## config.mk

```make
export PLATFORM = sky130hd
export DESIGN_NAME = reset_sequencer
export DESIGN_NICKNAME = d
export VERILOG_FILES = /design/src/rtl/rst_seq_pkg.sv /design/src/rtl/rst_sync2.sv /design/src/rtl/reset_sequencer.sv
export SDC_FILE = /design/constraint.sdc
export NUM_CORES = 1
export LEC_CHECK = 0
export CORE_ASPECT_RATIO = 1.25
export CORE_MARGIN = 2
export CORE_UTILIZATION = 50
export CTS_CLUSTER_DIAMETER = 120
export DETAILED_ROUTE_END_ITERATION = 7
export PLACE_DENSITY_LB_ADDON = 0.15
export SLEW_MARGIN = 40
export SYNTH_ARGS = -nofsm -noshare
export SYNTH_HDL_FRONTEND = slang
export SYNTH_SLANG_ARGS = --single-unit
```

## constraint.sdc

```tcl
create_clock -name CLK_BASE -period 3.55 [get_ports CLK_BASE]
set_input_delay 0.71 -clock CLK_BASE [delete_from_list [all_inputs] [get_ports CLK_BASE]]
set_output_delay 0.71 -clock CLK_BASE [all_outputs]
set_load 0.03 [all_outputs]
```

## src/rtl/rst_seq_pkg.sv

```systemverilog
// ============================================================================
//  Module      : rst_seq_pkg
//  Description : Shared definitions for the multi-channel reset sequencer.
//                Contains the sequencer state encoding, the width of the
//                SEQ_STATE debug port, and a clog2 helper used to size the
//                channel index.
//  Revision    : 1.0 - initial release
// ============================================================================
`default_nettype none

package rst_seq_pkg;

    // Width of the SEQ_STATE debug port and of the state register
    localparam int unsigned SEQ_STATE_W = 2;

    // Sequencer states; the encoding is visible on SEQ_STATE
    typedef enum logic [SEQ_STATE_W-1:0] {
        HOLD      = 2'd0,
        WAIT_LOCK = 2'd1,
        RELEASE   = 2'd2,
        RUN       = 2'd3
    } seq_state_e;

    // Ceiling log2 that never returns less than 1, so a single-channel
    // build still gets a legal one-bit index.
    function automatic int unsigned clog2_min1(input int unsigned n);
        int unsigned w;
        w = 1;
        while ((64'd1 << w) < 64'(n)) begin
            w = w + 1;
        end
        return w;
    endfunction

endpackage

`default_nettype wire

```

## src/rtl/rst_sync2.sv

```systemverilog
// ============================================================================
//  Module      : rst_sync2
//  Description : Two-flop synchroniser for a single asynchronous level.
//                Both flops clear to 0 on the asynchronous reset.
//  Ports       : clk  - destination clock
//                rst  - asynchronous active-high reset
//                i_d  - asynchronous input level
//                o_q  - synchronised output (2 clk latency)
//  Revision    : 1.0 - initial release
// ============================================================================
`default_nettype none

module rst_sync2 (
    input  logic clk,
    input  logic rst,
    input  logic i_d,
    output logic o_q
);

    logic r_meta;
    logic r_sync;

    always_ff @(posedge clk or posedge rst) begin
        if (rst) begin
            r_meta <= 1'b0;
            r_sync <= 1'b0;
        end else begin
            r_meta <= i_d;
            r_sync <= r_meta;
        end
    end

    assign o_q = r_sync;

endmodule

`default_nettype wire

```

## src/rtl/reset_sequencer.sv

```systemverilog
// ============================================================================
//  Module      : reset_sequencer
//  Description : Multi-channel reset sequencer. Waits for a filtered,
//                qualified PLL lock (PLL_LOCK and FAB_RESET_N, both
//                synchronised), then releases NUM_CH active-low resets in
//                order, STAGE_DELAY cycles apart, and raises INIT_DONE.
//                Supports per-channel soft resets in RUN and re-sequences
//                automatically on loss of qualified lock.
//  Macro       : RST_SEQ_WATCHDOG_EN - enables the lock watchdog that sets
//                LOCK_TIMEOUT after WDT_CYCLES cycles in WAIT_LOCK.
//  Ports       : CLK_BASE     - sole clock
//                RESET        - asynchronous active-high reset
//                PLL_LOCK     - asynchronous PLL lock (synchronised here)
//                FAB_RESET_N  - asynchronous active-low fabric reset request
//                SOFT_RESET   - per-channel soft reset, synchronous, RUN only
//                RESET_N_OUT  - sequenced active-low resets
//                INIT_DONE    - all channels released, in RUN
//                LOCK_LOST    - sticky, qualified lock lost after release began
//                LOCK_TIMEOUT - sticky watchdog flag (0 without watchdog)
//                SEQ_STATE    - current state, for debug
//  Revision    : 1.0 - initial release
// ============================================================================
`default_nettype none

module reset_sequencer
    import rst_seq_pkg::*;
#(
    parameter int unsigned NUM_CH      = 4,
    parameter int unsigned CNT_W       = 16,
    parameter int unsigned STAGE_DELAY = 256,
    parameter int unsigned LOCK_FILTER = 64,
    parameter int unsigned SOFT_HOLD   = 16,
    parameter int unsigned WDT_CYCLES  = 65535
) (
    input  logic                   CLK_BASE,
    input  logic                   RESET,
    input  logic                   PLL_LOCK,
    input  logic                   FAB_RESET_N,
    input  logic [NUM_CH-1:0]      SOFT_RESET,
    output logic [NUM_CH-1:0]      RESET_N_OUT,
    output logic                   INIT_DONE,
    output logic                   LOCK_LOST,
    output logic                   LOCK_TIMEOUT,
    output logic [SEQ_STATE_W-1:0] SEQ_STATE
);

    localparam int unsigned c_CH_W = clog2_min1(NUM_CH);

    localparam logic [SEQ_STATE_W-1:0] c_ST_HOLD      = HOLD;
    localparam logic [SEQ_STATE_W-1:0] c_ST_WAIT_LOCK = WAIT_LOCK;
    localparam logic [SEQ_STATE_W-1:0] c_ST_RELEASE   = RELEASE;
    localparam logic [SEQ_STATE_W-1:0] c_ST_RUN       = RUN;

    localparam logic [CNT_W-1:0]  c_FILT_LAST  = CNT_W'(LOCK_FILTER - 1);
    localparam logic [CNT_W-1:0]  c_STAGE_LAST = CNT_W'(STAGE_DELAY - 1);
    localparam logic [CNT_W-1:0]  c_SOFT_LAST  = CNT_W'(SOFT_HOLD);
    localparam logic [c_CH_W-1:0] c_CH_LAST    = c_CH_W'(NUM_CH - 1);
    localparam logic [NUM_CH-1:0] c_CH0_MASK   = NUM_CH'(1);
    localparam logic [63:0]       c_CNT_MAX    = (64'd1 << CNT_W) - 64'd1;

    // Reject configurations the counters cannot represent
    if ((NUM_CH < 1) || (NUM_CH > 16) || (STAGE_DELAY < 1) || (LOCK_FILTER < 1) ||
        (64'(STAGE_DELAY) > c_CNT_MAX) || (64'(LOCK_FILTER) > c_CNT_MAX) ||
        (64'(SOFT_HOLD) > c_CNT_MAX) || (64'(WDT_CYCLES) > c_CNT_MAX)) begin : g_bad_cfg
        $error("reset_sequencer: unsupported parameter combination");
    end

    // ------------------------------------------------------------------
    // Lock qualification
    // ------------------------------------------------------------------
    logic w_pll_lock_s;
    logic w_fab_rst_n_s;
    logic w_lock_q;

    rst_sync2 u_sync_pll (
        .clk (CLK_BASE),
        .rst (RESET),
        .i_d (PLL_LOCK),
        .o_q (w_pll_lock_s)
    );

    rst_sync2 u_sync_fab (
        .clk (CLK_BASE),
        .rst (RESET),
        .i_d (FAB_RESET_N),
        .o_q (w_fab_rst_n_s)
    );

    assign w_lock_q = w_pll_lock_s & w_fab_rst_n_s;

    // ------------------------------------------------------------------
    // Sequencer state
    // ------------------------------------------------------------------
    logic [SEQ_STATE_W-1:0] r_state;
    logic [CNT_W-1:0]       r_cnt;
    logic [c_CH_W-1:0]      r_ch;
    logic [NUM_CH-1:0]      r_rst_n;
    logic                   r_init_done;
    logic                   r_lock_lost;

    logic                   w_run_ok;
    logic [NUM_CH-1:0]      w_soft_fire;
    logic [NUM_CH-1:0]      w_soft_done;
    logic                   w_wdt_expire;

    // Soft resets only act while in RUN with lock held; lock loss wins.
    assign w_run_ok = (r_state == c_ST_RUN) && w_lock_q;

    // ------------------------------------------------------------------
    // Per-channel soft-reset hold counters. A channel is busy from the
    // first sampled SOFT_RESET until SOFT_HOLD+1 edges after it falls.
    // ------------------------------------------------------------------
    for (genvar i = 0; i < NUM_CH; i++) begin : g_soft
        logic [CNT_W-1:0] r_soft_cnt;
        logic             r_soft_busy;

        always_ff @(posedge CLK_BASE or posedge RESET) begin
            if (RESET) begin
                r_soft_cnt  <= '0;
                r_soft_busy <= 1'b0;
            end else if (!w_run_ok) begin
                r_soft_cnt  <= '0;
                r_soft_busy <= 1'b0;
            end else if (SOFT_RESET[i]) begin
                r_soft_cnt  <= '0;
                r_soft_busy <= 1'b1;
            end else if (r_soft_busy) begin
                if (r_soft_cnt == c_SOFT_LAST) begin
                    r_soft_cnt  <= '0;
                    r_soft_busy <= 1'b0;
                end else begin
                    r_soft_cnt <= r_soft_cnt + CNT_W'(1);
                end
            end
        end

        assign w_soft_fire[i] = w_run_ok & SOFT_RESET[i];
        assign w_soft_done[i] = w_run_ok & r_soft_busy & ~SOFT_RESET[i] &
                                (r_soft_cnt == c_SOFT_LAST);
    end

    // ------------------------------------------------------------------
    // Main FSM. r_cnt is shared: lock filter in WAIT_LOCK, stage delay
    // in RELEASE.
    // ------------------------------------------------------------------
    always_ff @(posedge CLK_BASE or posedge RESET) begin
        if (RESET) begin
            r_state     <= c_ST_HOLD;
            r_cnt       <= '0;
            r_ch        <= '0;
            r_rst_n     <= '0;
            r_init_done <= 1'b0;
            r_lock_lost <= 1'b0;
        end else begin
            case (r_state)
                c_ST_HOLD: begin
                    r_state     <= c_ST_WAIT_LOCK;
                    r_cnt       <= '0;
                    r_ch        <= '0;
                    r_rst_n     <= '0;
                    r_init_done <= 1'b0;
                end

                c_ST_WAIT_LOCK: begin
                    if (w_wdt_expire || !w_lock_q) begin
                        r_cnt <= '0;
                    end else if (r_cnt == c_FILT_LAST) begin
                        r_state <= c_ST_RELEASE;
                        r_cnt   <= '0;
                        r_ch    <= '0;
                        r_rst_n <= c_CH0_MASK;
                    end else begin
                        r_cnt <= r_cnt + CNT_W'(1);
                    end
                end

                c_ST_RELEASE: begin
                    if (!w_lock_q) begin
                        r_state     <= c_ST_WAIT_LOCK;
                        r_cnt       <= '0;
                        r_ch        <= '0;
                        r_rst_n     <= '0;
                        r_init_done <= 1'b0;
                        r_lock_lost <= 1'b1;
                    end else if (r_cnt == c_STAGE_LAST) begin
                        r_cnt <= '0;
                        if (r_ch == c_CH_LAST) begin
                            r_state     <= c_ST_RUN;
                            r_init_done <= 1'b1;
                        end else begin
                            r_ch    <= r_ch + c_CH_W'(1);
                            // Earlier channels stay released
                            r_rst_n <= r_rst_n | (c_CH0_MASK << (r_ch + c_CH_W'(1)));
                        end
                    end else begin
                        r_cnt <= r_cnt + CNT_W'(1);
                    end
                end

                c_ST_RUN: begin
                    if (!w_lock_q) begin
                        r_state     <= c_ST_WAIT_LOCK;
                        r_cnt       <= '0;
                        r_ch        <= '0;
                        r_rst_n     <= '0;
                        r_init_done <= 1'b0;
                        r_lock_lost <= 1'b1;
                    end else begin
                        // fire and done are mutually exclusive per channel
                        r_rst_n <= (r_rst_n & ~w_soft_fire) | w_soft_done;
                    end
                end

                default: begin
                    r_state <= c_ST_HOLD;
                end
            endcase
        end
    end

    // ------------------------------------------------------------------
    // Optional lock watchdog
    // ------------------------------------------------------------------
`ifdef RST_SEQ_WATCHDOG_EN
    localparam logic [CNT_W-1:0] c_WDT_LAST = CNT_W'(WDT_CYCLES - 1);

    logic [CNT_W-1:0] r_wdt_cnt;
    logic             r_lock_timeout;

    assign w_wdt_expire = (r_state == c_ST_WAIT_LOCK) && (r_wdt_cnt == c_WDT_LAST);

    always_ff @(posedge CLK_BASE or posedge RESET) begin
        if (RESET) begin
            r_wdt_cnt      <= '0;
            r_lock_timeout <= 1'b0;
        end else if (r_state != c_ST_WAIT_LOCK) begin
            r_wdt_cnt <= '0;
        end else if (w_wdt_expire) begin
            r_wdt_cnt      <= '0;
            r_lock_timeout <= 1'b1;
        end else begin
            r_wdt_cnt <= r_wdt_cnt + CNT_W'(1);
        end
    end

    assign LOCK_TIMEOUT = r_lock_timeout;
`else
    assign w_wdt_expire = 1'b0;
    assign LOCK_TIMEOUT = 1'b0;
`endif

    assign RESET_N_OUT = r_rst_n;
    assign INIT_DONE   = r_init_done;
    assign LOCK_LOST   = r_lock_lost;
    assign SEQ_STATE   = r_state;

endmodule

`default_nettype wire

```

==> results_dict.tcl <==
set metrics [dict create \
    status "finished, final reports clean" \
    wl_um 11700 \
    fin_crit_sh 0.690 \
    hold_viol_final 0 \
    post_cts_resized 0 \
    synth_top_area_share 0.445 \
    irDropWorstVdd_uv 212 \
    worstHoldPathType "reg2reg" \
    ys_seq_area_frac 0.445 \
    core.rowCount 42 \
    grt-ovfl-total 0 \
    grt_pass1_vias 4472 \
    grt_pass1_wl_um 20500 \
    dp.final_hpwl_um 8210 \
    rsz0062_at_grt "no" \
    worstPathMaxFanout 19 \
    power_density_nw_per_um2 340 \
    clk_latency_ns 0.35 \
    tightest_slew_ns 0.679 \
    wl_per_cell_um 15.4 \
    end_kind "flop" \
    drtPass1Iterations 4 \
    vias_per_cell 5.95 \
    cts_root_buffer "clkbuf_16" \
    synth_warnings 0 \
    slew_headroom 0.543 \
    drive_gt1_frac 0.0494 \
    crit_path_start_kind "input pin" \
    vias 4522 \
    layout_min_cycle_time_ns 2.45 \
    start_util 0.517 \
    crit_path_cell_trace "clkdlybuf4s50_1 -> and4b_1 -> nand3_1 -> or4_1 -> nand3_1" \
    drt-initial-drc-count 185 \
    grt_max_degree 41 \
    nets 650 \
    ios 17 \
    synthMostInstantiatedCell "dfrtp_1" \
    yosysTopAreaCell "dfrtp_1" \
    cpMaxStageDelayCell "or4_1" \
    crit_path_max_incr_delay_ns 0.66 \
    syn_area_per_cell_sq_um 9.07 \
    synthArstFlopShare 1.00 \
    drv_cap 0 \
    ys_types 54 \
    netlist_top_cells_area "dfrtp_1 (44%), o21ai_0 (6.0%), ha_1 (4.3%)" \
    grtUsageTotal 0.211 \
    synth_common_cells "dfrtp_1 (98), o21ai_0 (66), nand2_1 (63), inv_1 (37)" \
    slew_viol_final 0 \
    dp_slack_ns 0.778 \
    antenna_found_initial 0 \
    drcViolationCount 0 \
    fin_ws_ns 1.10 \
    setup_viol 0 \
    critPathRequiredTime_ns 3.83 \
    finClkSkew_ns 0.00774 \
    dieWidth_um 97.9 \
    die-area_sq_um 11900 \
    ys.flop_type "dfrtp_1" \
    cts_tree "done" \
    cts.repair_timing.setup_buffer_count 0 \
    gp_congestion 0.813 \
    synth_edf_count 0 \
    core-area_sq_um 10700 \
    fmax_mhz 408 \
    final_antenna_net_count 0 \
    cts.sinks 98 \
    setup_tns_ns 0 \
    cp_common_cell "nand3_1" \
    synth_seq_cells 98 \
    area_growth_pct 10.1 \
    clkTransAtPathRegs_ns 0.07 \
    arrival_ns 2.73 \
    cts_hold_buf 0 \
    cts_buffers 9 \
    port_buffers 15 \
    syn_inst 608 \
    path_class "in2reg" \
    leakage_uw 0.00252 \
    utilization 0.569 \
    diodes 0 \
    netlist_area_sq_um 5510 \
    die_h_um 121 \
    h-tree-depth 3 \
    syn_nets 635 \
    clock_path_buffers 2 \
]
==> cell type report <==
cell class / count / area [sq um]
Multi-Input combinational cell: 457 / 2840
Clock buffer: 13 / 250
Timing Repair Buffer: 20 / 200
Fill cell: 962 / 4600
Clock inverter: 3 / 15.0
Inverter: 37 / 141
Tap cell: 132 / 165
Sequential cell: 98 / 2450
==> where the power goes <==
part / internal (uW) / leakage, uW / switching (uW)
combinational: 13.8 / 0.00104 / 31.5
sequential: 1120 / 0.00135 / 3.98
clock: 492 / 0.000133 / 403
==> sequential cells by signal, indices dropped and copies added (netlist names), 2 cells and up <==
name / count
g_soft.r_soft_cnt: 64
r_cnt: 16
RESET_N_OUT: 4
g_soft.r_soft_busy: 4
SEQ_STATE: 2
r_ch: 2
==> metrics by stage <==
step / hold WS [ns] / power (uW) / instances / area (sq um)
after CTS: 0.351 / 2090 / 760 / 6060
final: 0.348 / 2060 / 760 / 6070
after global routing: 0.360 / 2130 / 760 / 6070
after detailed placement: 0.336 / 1190 / 744 / 5800
after global placement: 0.343 / 1190 / 744 / 5790
after floorplan: 0.331 / 1170 / 608 / 5510
==> worst max-delay path, delay by kind of cell <==
kind / cells / cell delay [ns]
buffers and inverters: 1 / 0.46
and+or+nand+nor: 4 / 1.56
==> logic make-up (layout without fill, tap and decap cells) <==
logic type               count (synthesis)  count (layout)  synth area share
buffers and inverters                   53              73            0.0413
AO/OA/AOI/OAI                          141             141             0.161
other                                    1               1          0.000680
multiplexers                             7               7            0.0129
XOR/XNOR                                26              26            0.0413
flip-flops                              98              98             0.445
AND/OR/NAND/NOR                        263             263             0.254
adder cells (fa/ha/maj)                 19              19            0.0431
==> per-layer routing <==
layer / share of wire / vias to the layer above / global-route usage
li1: - / 2236 / -
met1: 0.46 / 2217 / 0.268
met2: 0.50 / 54 / 0.366
met3: 0.023 / 15 / 0.0196
met4: 0.018 / 0 / 0.0903
met5: 0 / - / 0
==> path summary, 6_finish.rpt <==
| path | slack, ns | endpoint | cells after the start | startpoint |
|---|---|---|---|---|
| hold reg to reg | 0.35 | u_sync_fab.o_q | 0 | u_sync_fab.r_meta |
| min in group asynchronous | 0.72 | g_soft[1].r_soft_busy | 2 | RESET |
| setup reg to reg | 1.11 | g_soft[0].r_soft_cnt[15] | 6 | SEQ_STATE[0] |
| max in group asynchronous | 2.13 | g_soft[0].r_soft_cnt[3] | 3 | RESET |
| hold / removal | 0.35 | u_sync_fab.o_q | 0 | u_sync_fab.r_meta |
| setup / recovery | 1.10 | g_soft[1].r_soft_cnt[15] | 5 | SOFT_RESET[1] |
==> placed cells by master, fill, tap and decap left out, drive strengths merged, types with 10 or more instances in the layout <==
cell / n
or3: 15
a21o: 12
nor3b: 13
dfrtp: 98
clkdlybuf4s50: 15
and3: 10
nor4: 22
clkbuf: 13
nor3: 22
nand4: 16
a22o: 18
a21oi: 18
xnor2: 14
o21ai: 66
ha: 19
xor2: 12
inv: 37
nand3: 35
nand2: 64
nor2: 36
Note: power is estimated with default switching activity, not from simulation.
